--- config.mk ---
export PLATFORM = sky130hd
export DESIGN_NAME = mem_port_arbiter
export DESIGN_NICKNAME = d
export VERILOG_FILES = /design/src/rtl/mem_port_arbiter.sv
export SDC_FILE = /design/constraint.sdc
export NUM_CORES = 1
export LEC_CHECK = 0
export ABC_AREA = 0
export CORE_MARGIN = 2
export CORE_UTILIZATION = 41
export CTS_CLUSTER_SIZE = 10
export DETAILED_ROUTE_END_ITERATION = 12
export HOLD_SLACK_MARGIN = 0.05
export PLACE_DENSITY = 0.86
export SYNTH_ARGS = -nofsm -noshare
export SYNTH_HDL_FRONTEND = slang
export SYNTH_SLANG_ARGS = --single-unit
--- constraint.sdc ---
create_clock -name clk -period 2.4 [get_ports clk]
set_input_delay 0.48 -clock clk [delete_from_list [all_inputs] [get_ports clk]]
set_output_delay 0.48 -clock clk [all_outputs]
set_load 0.01 [all_outputs]
--- src/rtl/mem_port_arbiter.sv ---
// mem_port_arbiter: one memory port shared by fetch (IF) and load/store (LS).
// Ports: if_* / ls_* req-gnt-rvalid requesters, mem_* req-ack port, busy.
// One access in flight; build with ARB_RR_EN for round-robin arbitration.
module mem_port_arbiter #(
  parameter int ADDR_W = 32,
  parameter int DATA_W = 32
) (
  input  logic                clk,
  input  logic                rst_n,
  input  logic                if_req,
  input  logic [ADDR_W-1:0]   if_addr,
  output logic                if_gnt,
  output logic                if_rvalid,
  output logic [DATA_W-1:0]   if_rdata,
  input  logic                ls_req,
  input  logic                ls_we,
  input  logic [ADDR_W-1:0]   ls_addr,
  input  logic [DATA_W-1:0]   ls_wdata,
  input  logic [DATA_W/8-1:0] ls_be,
  output logic                ls_gnt,
  output logic                ls_rvalid,
  output logic [DATA_W-1:0]   ls_rdata,
  output logic                mem_req,
  output logic                mem_we,
  output logic [ADDR_W-1:0]   mem_addr,
  output logic [DATA_W-1:0]   mem_wdata,
  output logic [DATA_W/8-1:0] mem_be,
  input  logic                mem_ack,
  input  logic [DATA_W-1:0]   mem_rdata,
  output logic                busy
);

  typedef enum logic [1:0] {
    IDLE,
    BUSY_IF,
    BUSY_LS,
    DONE
  } state_t;

  state_t state, state_nxt;
  logic   owner_ls;
  logic   pick_ls;

`ifdef ARB_RR_EN
  logic last_ls;

  // Under contention, favour whoever lost last time.
  assign pick_ls = ls_req && (!if_req || !last_ls);

  always_ff @(posedge clk or negedge rst_n) begin
    if (!rst_n) begin
      last_ls <= 1'b0;
    end else if (if_gnt || ls_gnt) begin
      last_ls <= ls_gnt;
    end
  end
`else
  assign pick_ls = ls_req;
`endif

  always_ff @(posedge clk or negedge rst_n) begin
    if (!rst_n) begin
      state <= IDLE;
    end else begin
      state <= state_nxt;
    end
  end

  always_comb begin
    state_nxt = state;
    if_gnt    = 1'b0;
    ls_gnt    = 1'b0;
    unique case (state)
      IDLE: begin
        if (ls_req || if_req) begin
          ls_gnt    = pick_ls;
          if_gnt    = !pick_ls;
          state_nxt = pick_ls ? BUSY_LS : BUSY_IF;
        end
      end
      BUSY_IF, BUSY_LS: begin
        if (mem_ack) begin
          state_nxt = DONE;
        end
      end
      DONE: begin
        state_nxt = IDLE;
      end
      default: begin
        state_nxt = IDLE;
      end
    endcase
  end

  // Request fields are captured at grant and held for the access.
  always_ff @(posedge clk or negedge rst_n) begin
    if (!rst_n) begin
      mem_we    <= 1'b0;
      mem_addr  <= '0;
      mem_wdata <= '0;
      mem_be    <= '0;
      owner_ls  <= 1'b0;
    end else if (ls_gnt) begin
      mem_we    <= ls_we;
      mem_addr  <= ls_addr;
      mem_wdata <= ls_wdata;
      mem_be    <= ls_be;
      owner_ls  <= 1'b1;
    end else if (if_gnt) begin
      mem_we    <= 1'b0;
      mem_addr  <= if_addr;
      mem_be    <= '1;
      owner_ls  <= 1'b0;
    end
  end

  always_ff @(posedge clk or negedge rst_n) begin
    if (!rst_n) begin
      if_rdata <= '0;
      ls_rdata <= '0;
    end else if (mem_ack) begin
      if (state == BUSY_IF) begin
        if_rdata <= mem_rdata;
      end
      if (state == BUSY_LS) begin
        ls_rdata <= mem_we ? '0 : mem_rdata;
      end
    end
  end

  assign mem_req   = (state == BUSY_IF) || (state == BUSY_LS);
  assign busy      = (state != IDLE);
  assign if_rvalid = (state == DONE) && !owner_ls;
  assign ls_rvalid = (state == DONE) && owner_ls;

endmodule
### Yosys cells after proc, flatten, opt, wreduce, memory -nomap -nowiden

Cells that the tools add are included.

| word-level totals | value |
|---|---|
| register bits after elaboration | 136 |
| input bits | 138 |
| output and inout bits | 139 |
| word-level logic and storage cells | 42 |

| operators by class | value |
|---|---|
| equality and inequality tests | 5 |
| muxes and demuxes | 16 |
| reduce and logical (&&, ||, !) cells | 13 |

Operator list:

| kind | number |
|---|---|
| 2-to-1 mux 32 bit | 3 |
| 2-to-1 mux 4 bit | 2 |
| 2-to-1 mux 1 bit | 7 |
| 2-to-1 mux 2 bit | 3 |
| one-hot mux 2 bit (3 select lines) | 1 |
| AND reduction 2 bit | 3 |
| equality test 2 bit, second input constant | 2 |
| inequality test 2 bit, second input constant | 2 |
| nonzero test 2 bit | 2 |
| equality test 2 x 1 -> 1 bit, second input constant | 1 |
| logical AND 1 bit | 2 |
| logical NOT 1 bit | 2 |
| logical NOT 2 bit | 1 |
| logical OR 1 bit | 2 |
| OR reduction 2 bit | 1 |

### Logic depth before layout (Yosys ltp)

| depth | value |
|---|---|
| depth after elaboration | 5 |
| gate-level depth with buffers | 8 |
| mapped depth without buffers | 6 |

### Worst setup path before layout

Ideal clock, no wire load.

| timing | value |
|---|---|
| kind | register -> output |
| start | register state[0] |
| end | output port ls_gnt |
| arrival time | 1.187 ns |
| required time | 1.920 ns |
| setup slack | 0.733 ns |
| stages on the path, launching flop included | 7 |
| buffers on the path | 2 |
| cell sequence | dfrtp_1 inv_1 ha_1 nand2_2 inv_2 buf_4 buf_4 |

| between the ends | value |
|---|---|
| cells in the longest elaborated chain, start to end | 2 |

RTL lines:

| element | RTL line | RTL |
|---|---|---|
| from (decl) | 40 | `state_t state, state_nxt;` |
| from (signal assigned) | 65 | `state <= state_nxt;` |
| logical NOT 2 bit | 73 | `unique case (state)` |
| 2-to-1 mux 1 bit | 73 |  |
| to (decl) | 20 | `output logic ls_gnt,` |

Every way passes these cells.

### Worst setup path in the final report

| timing | value |
|---|---|
| start | register state[0] |
| end | output port busy |

| between the ends | value |
|---|---|
| cells in the longest elaborated chain, start to end | 1 |

RTL lines:

| element | RTL line | RTL |
|---|---|---|
| nonzero test 2 bit | 132 | `assign busy = (state != IDLE);` |
| to (decl) | 30 | `output logic busy` |

Every way passes these cells.

==> flow_metrics.env <==
export IMPL_status="finished, final reports clean"
export IMPL_synthMuxAreaShare_pct=13.0
export IMPL_critical_path_max_fanout=6
export IMPL_finalSetupViolations=0
export IMPL_final_common_cell="clkdlybuf4s50_1"
export IMPL_synth_top_family_by_area="simple AND/OR/NAND/NOR gates"
export IMPL_wl_mm=16.3
export IMPL_p_sw_w=0.00381
export IMPL_clk_latency_ns=0.41
export IMPL_cpPeakStageDelay_ns=0.57
export IMPL_dieHeight_microns=122
export IMPL_final_setup_tns_ns=0
export IMPL_synthSimpleGateAreaFrac_pct=14.4
export IMPL_viasPerCell=4.93
export IMPL_slowest_stage="clkdlybuf4s50_1"
export IMPL_rsz0062_at_grt="no"
export IMPL_totalPowerFinal_w=0.0122
export IMPL_detail_route_antenna_nets=0
export IMPL_cts_max_level=4
export IMPL_drt_initial_drc_count=232
export IMPL_core_area_sq_um=13800
export IMPL_area_growth_synth_to_final_pct=64.4
export IMPL_cts_tree="yes"
export IMPL_end_kind="output pin"
export IMPL_finalCritPeriodShare_pct=93.7
export IMPL_post_route_util_pct=68.3
export IMPL_drc_errors=0
export IMPL_rows=43
export IMPL_cp_data_required_time_ns=1.92
export IMPL_syn_inst=498
export IMPL_synthAdderAreaFrac_pct=1.09
export IMPL_yosysSeqAreaShare_pct=59.5
export IMPL_num_vias=4761
export IMPL_synth_compound_area_share_pct=8.99
export IMPL_antennaDiodeCount=0
export IMPL_grt_pass1_wl_mm=24.9
export IMPL_fin_nets=916
export IMPL_cts_root_buf="clkbuf_16"
export IMPL_hp_class="input pin to register"
export IMPL_worstPathArrival_ns=1.77
export IMPL_crit_chain="inv_2 -> ha_4 -> inv_2 -> clkdlybuf4s50_1"
export IMPL_drv_cap=0
export IMPL_place_congestion=0.798
export IMPL_cts_buffers_inserted=17
export IMPL_ys_warn_count=0
export IMPL_min_to="owner_ls"
export IMPL_hold_slack_ns=0.463
export IMPL_synth_xor_area_share_pct=0
export IMPL_die_w_microns=122
export IMPL_gr_total_overflow=0
export IMPL_initial_core_util_pct=41.5
export IMPL_hold_viol_final=0
export IMPL_synth_fp_nets=641
export IMPL_dp_hpwl_mm=12.3
export IMPL_p_int_w=0.00841
export IMPL_worst_pin_slew_ns=0.493
export IMPL_fin_crit_ns=2.25
export IMPL_most_common_layout_cells="272 x clkdlybuf4s50_1, 136 x dfrtp_1, 68 x nand2_1"
export IMPL_wl_per_cell_microns=16.9
export IMPL_ys_types=22
export IMPL_r2r_end="mem_wdata[8]"
export IMPL_dr_pass1_iters=4
export IMPL_grt_max_degree=65
export IMPL_path_clk_slew_ns=0.06
export IMPL_antenna_found_initial=0
export IMPL_postCtsSetupRepairBufs=0
export IMPL_syn_area_sq_um=5720
export IMPL_io_pin_count=277
export IMPL_skew_ns=0.00873
export IMPL_hp_start="ls_req"
export IMPL_grt_use_total_pct=22.0
export IMPL_portBuffers=276
export IMPL_reg2reg_depth=6
export IMPL_drv_slew=0
export IMPL_hold_depth=3
export IMPL_fmax_mhz=445
export IMPL_r2r_slack_ns=0.52
export IMPL_p_per_area_nw_per_um2=1300
export IMPL_cpMostUsedCell="inv_2"
export IMPL_grt_pass1_vias=4909
export IMPL_p_comb_share_pct=43.4
export IMPL_drive_above_1_share_pct=13.2
export IMPL_p_leak_nw=4.15
export IMPL_nFillCells=1005
export IMPL_criticalPathCategory="register to output pin"
export IMPL_cts_sinks=136
export IMPL_timing_rr_start="state[0]"
export IMPL_die_area_sq_um=14900
export IMPL_ir_drop_v=0.000587
export IMPL_p_clk_share_pct=23.7
export IMPL_switching_share_pct=31.2
export IMPL_maxSlewHeadroom_pct=67.1
export IMPL_share_seq_of_total_power_pct=32.9
export IMPL_clockBufferDepth=2
export IMPL_avgSynthCellArea_sq_um=11.5
export IMPL_start_kind="register"
export IMPL_ys_ff_latch=136
-- worst max-delay path: cells and delay by family, from the launching register on --
family	cells	cell delay [ns]
flops	1	0.41
fa+ha+maj	1	0.18
buf+inv	3	0.77
-- worst max-delay path by stage --
stage	startpoint	end	slack, ns	cells past startpoint
after floorplan	state[0]	ls_gnt	0.73	6
after global placement	if_req	if_gnt	0.16	3
after detailed placement	if_req	if_gnt	0.14	3
after CTS	state[0]	if_gnt	0.02	4
after global routing	state[1]	if_rvalid	0.07	3
final	state[0]	busy	0.15	4
-- layout make-up --
cell class	instances	area (sq um)	area share [%]
multi-input cells	322	2160	23.0
inverters	7	26.3	0.279
well taps	180	225	2.40
clock inverters	11	191	2.04
clock buffers	21	480	5.11
repair buffers	289	2910	31.0
flip-flops and latches	136	3400	36.2
-- registers in the layout, summed over array words and instances (netlist names) --
name and cells:
if_rdata 32, ls_rdata 32, mem_addr 32, mem_wdata 32
mem_be 4, state 2, mem_we 1, owner_ls 1
-- what timing repair did --
item	CTS	global route
hold buffers	1	0
hold endpoints to repair	50	0
setup endpoints to repair	3	2
gates resized for setup	4	2
-- through the flow --
stage	std cells	cell area (sq um)	worst slack (ns)
global placement	933	8700	0.163
CTS	966	9400	0.0231
global route	966	9400	0.0664
detailed placement	933	8700	0.136
floorplan	498	5720	0.733
finish	966	9400	0.151
-- power groups by stage --
stage,Combinational (W),Clock [W],Sequential (W)
after floorplan,0.00171,0,0.00447
after global placement,0.00514,0,0.00396
after detailed placement,0.00530,0,0.00405
after CTS,0.00537,0.00296,0.00403
after global routing,0.00573,0.00305,0.00415
final,0.00530,0.00290,0.00402
-- synthesized netlist by cell type (all sizes together) --
master / count / share of area [%]
a21oi: 32 / 2.8
and2: 1 / 0.11
and3b: 33 / 5.1
buf: 12 / 1.2
clkbuf: 21 / 1.4
dfrtp: 136 / 60
ha: 5 / 1.1
inv: 7 / 0.46
mux2: 66 / 13
nand2: 70 / 4.6
nand2b: 33 / 3.6
nor2: 8 / 0.53
nor2b: 1 / 0.11
nor3: 4 / 0.35
o21ai: 67 / 5.9
o2bb2ai: 1 / 0.15
o32a: 1 / 0.18
-- routing by layer --
layer / part of all wire [%] / GRT usage (%)
met3: 9.0 / 8.19
met2: 52 / 39.3
met1: 36 / 23.2
met4: 2.9 / 8.98
met5: 0 / 0
-- kinds of logic (layout without fill, tap and decap cells) --
group / after synthesis / count (layout)
adders and majority gates: 5 / 5
buffers and inverters: 40 / 328
muxes: 66 / 66
DFF: 136 / 136
and+or+nand+nor: 150 / 150
AOI/OAI and AO/OA: 101 / 101
(Power assumes the default switching activity.)
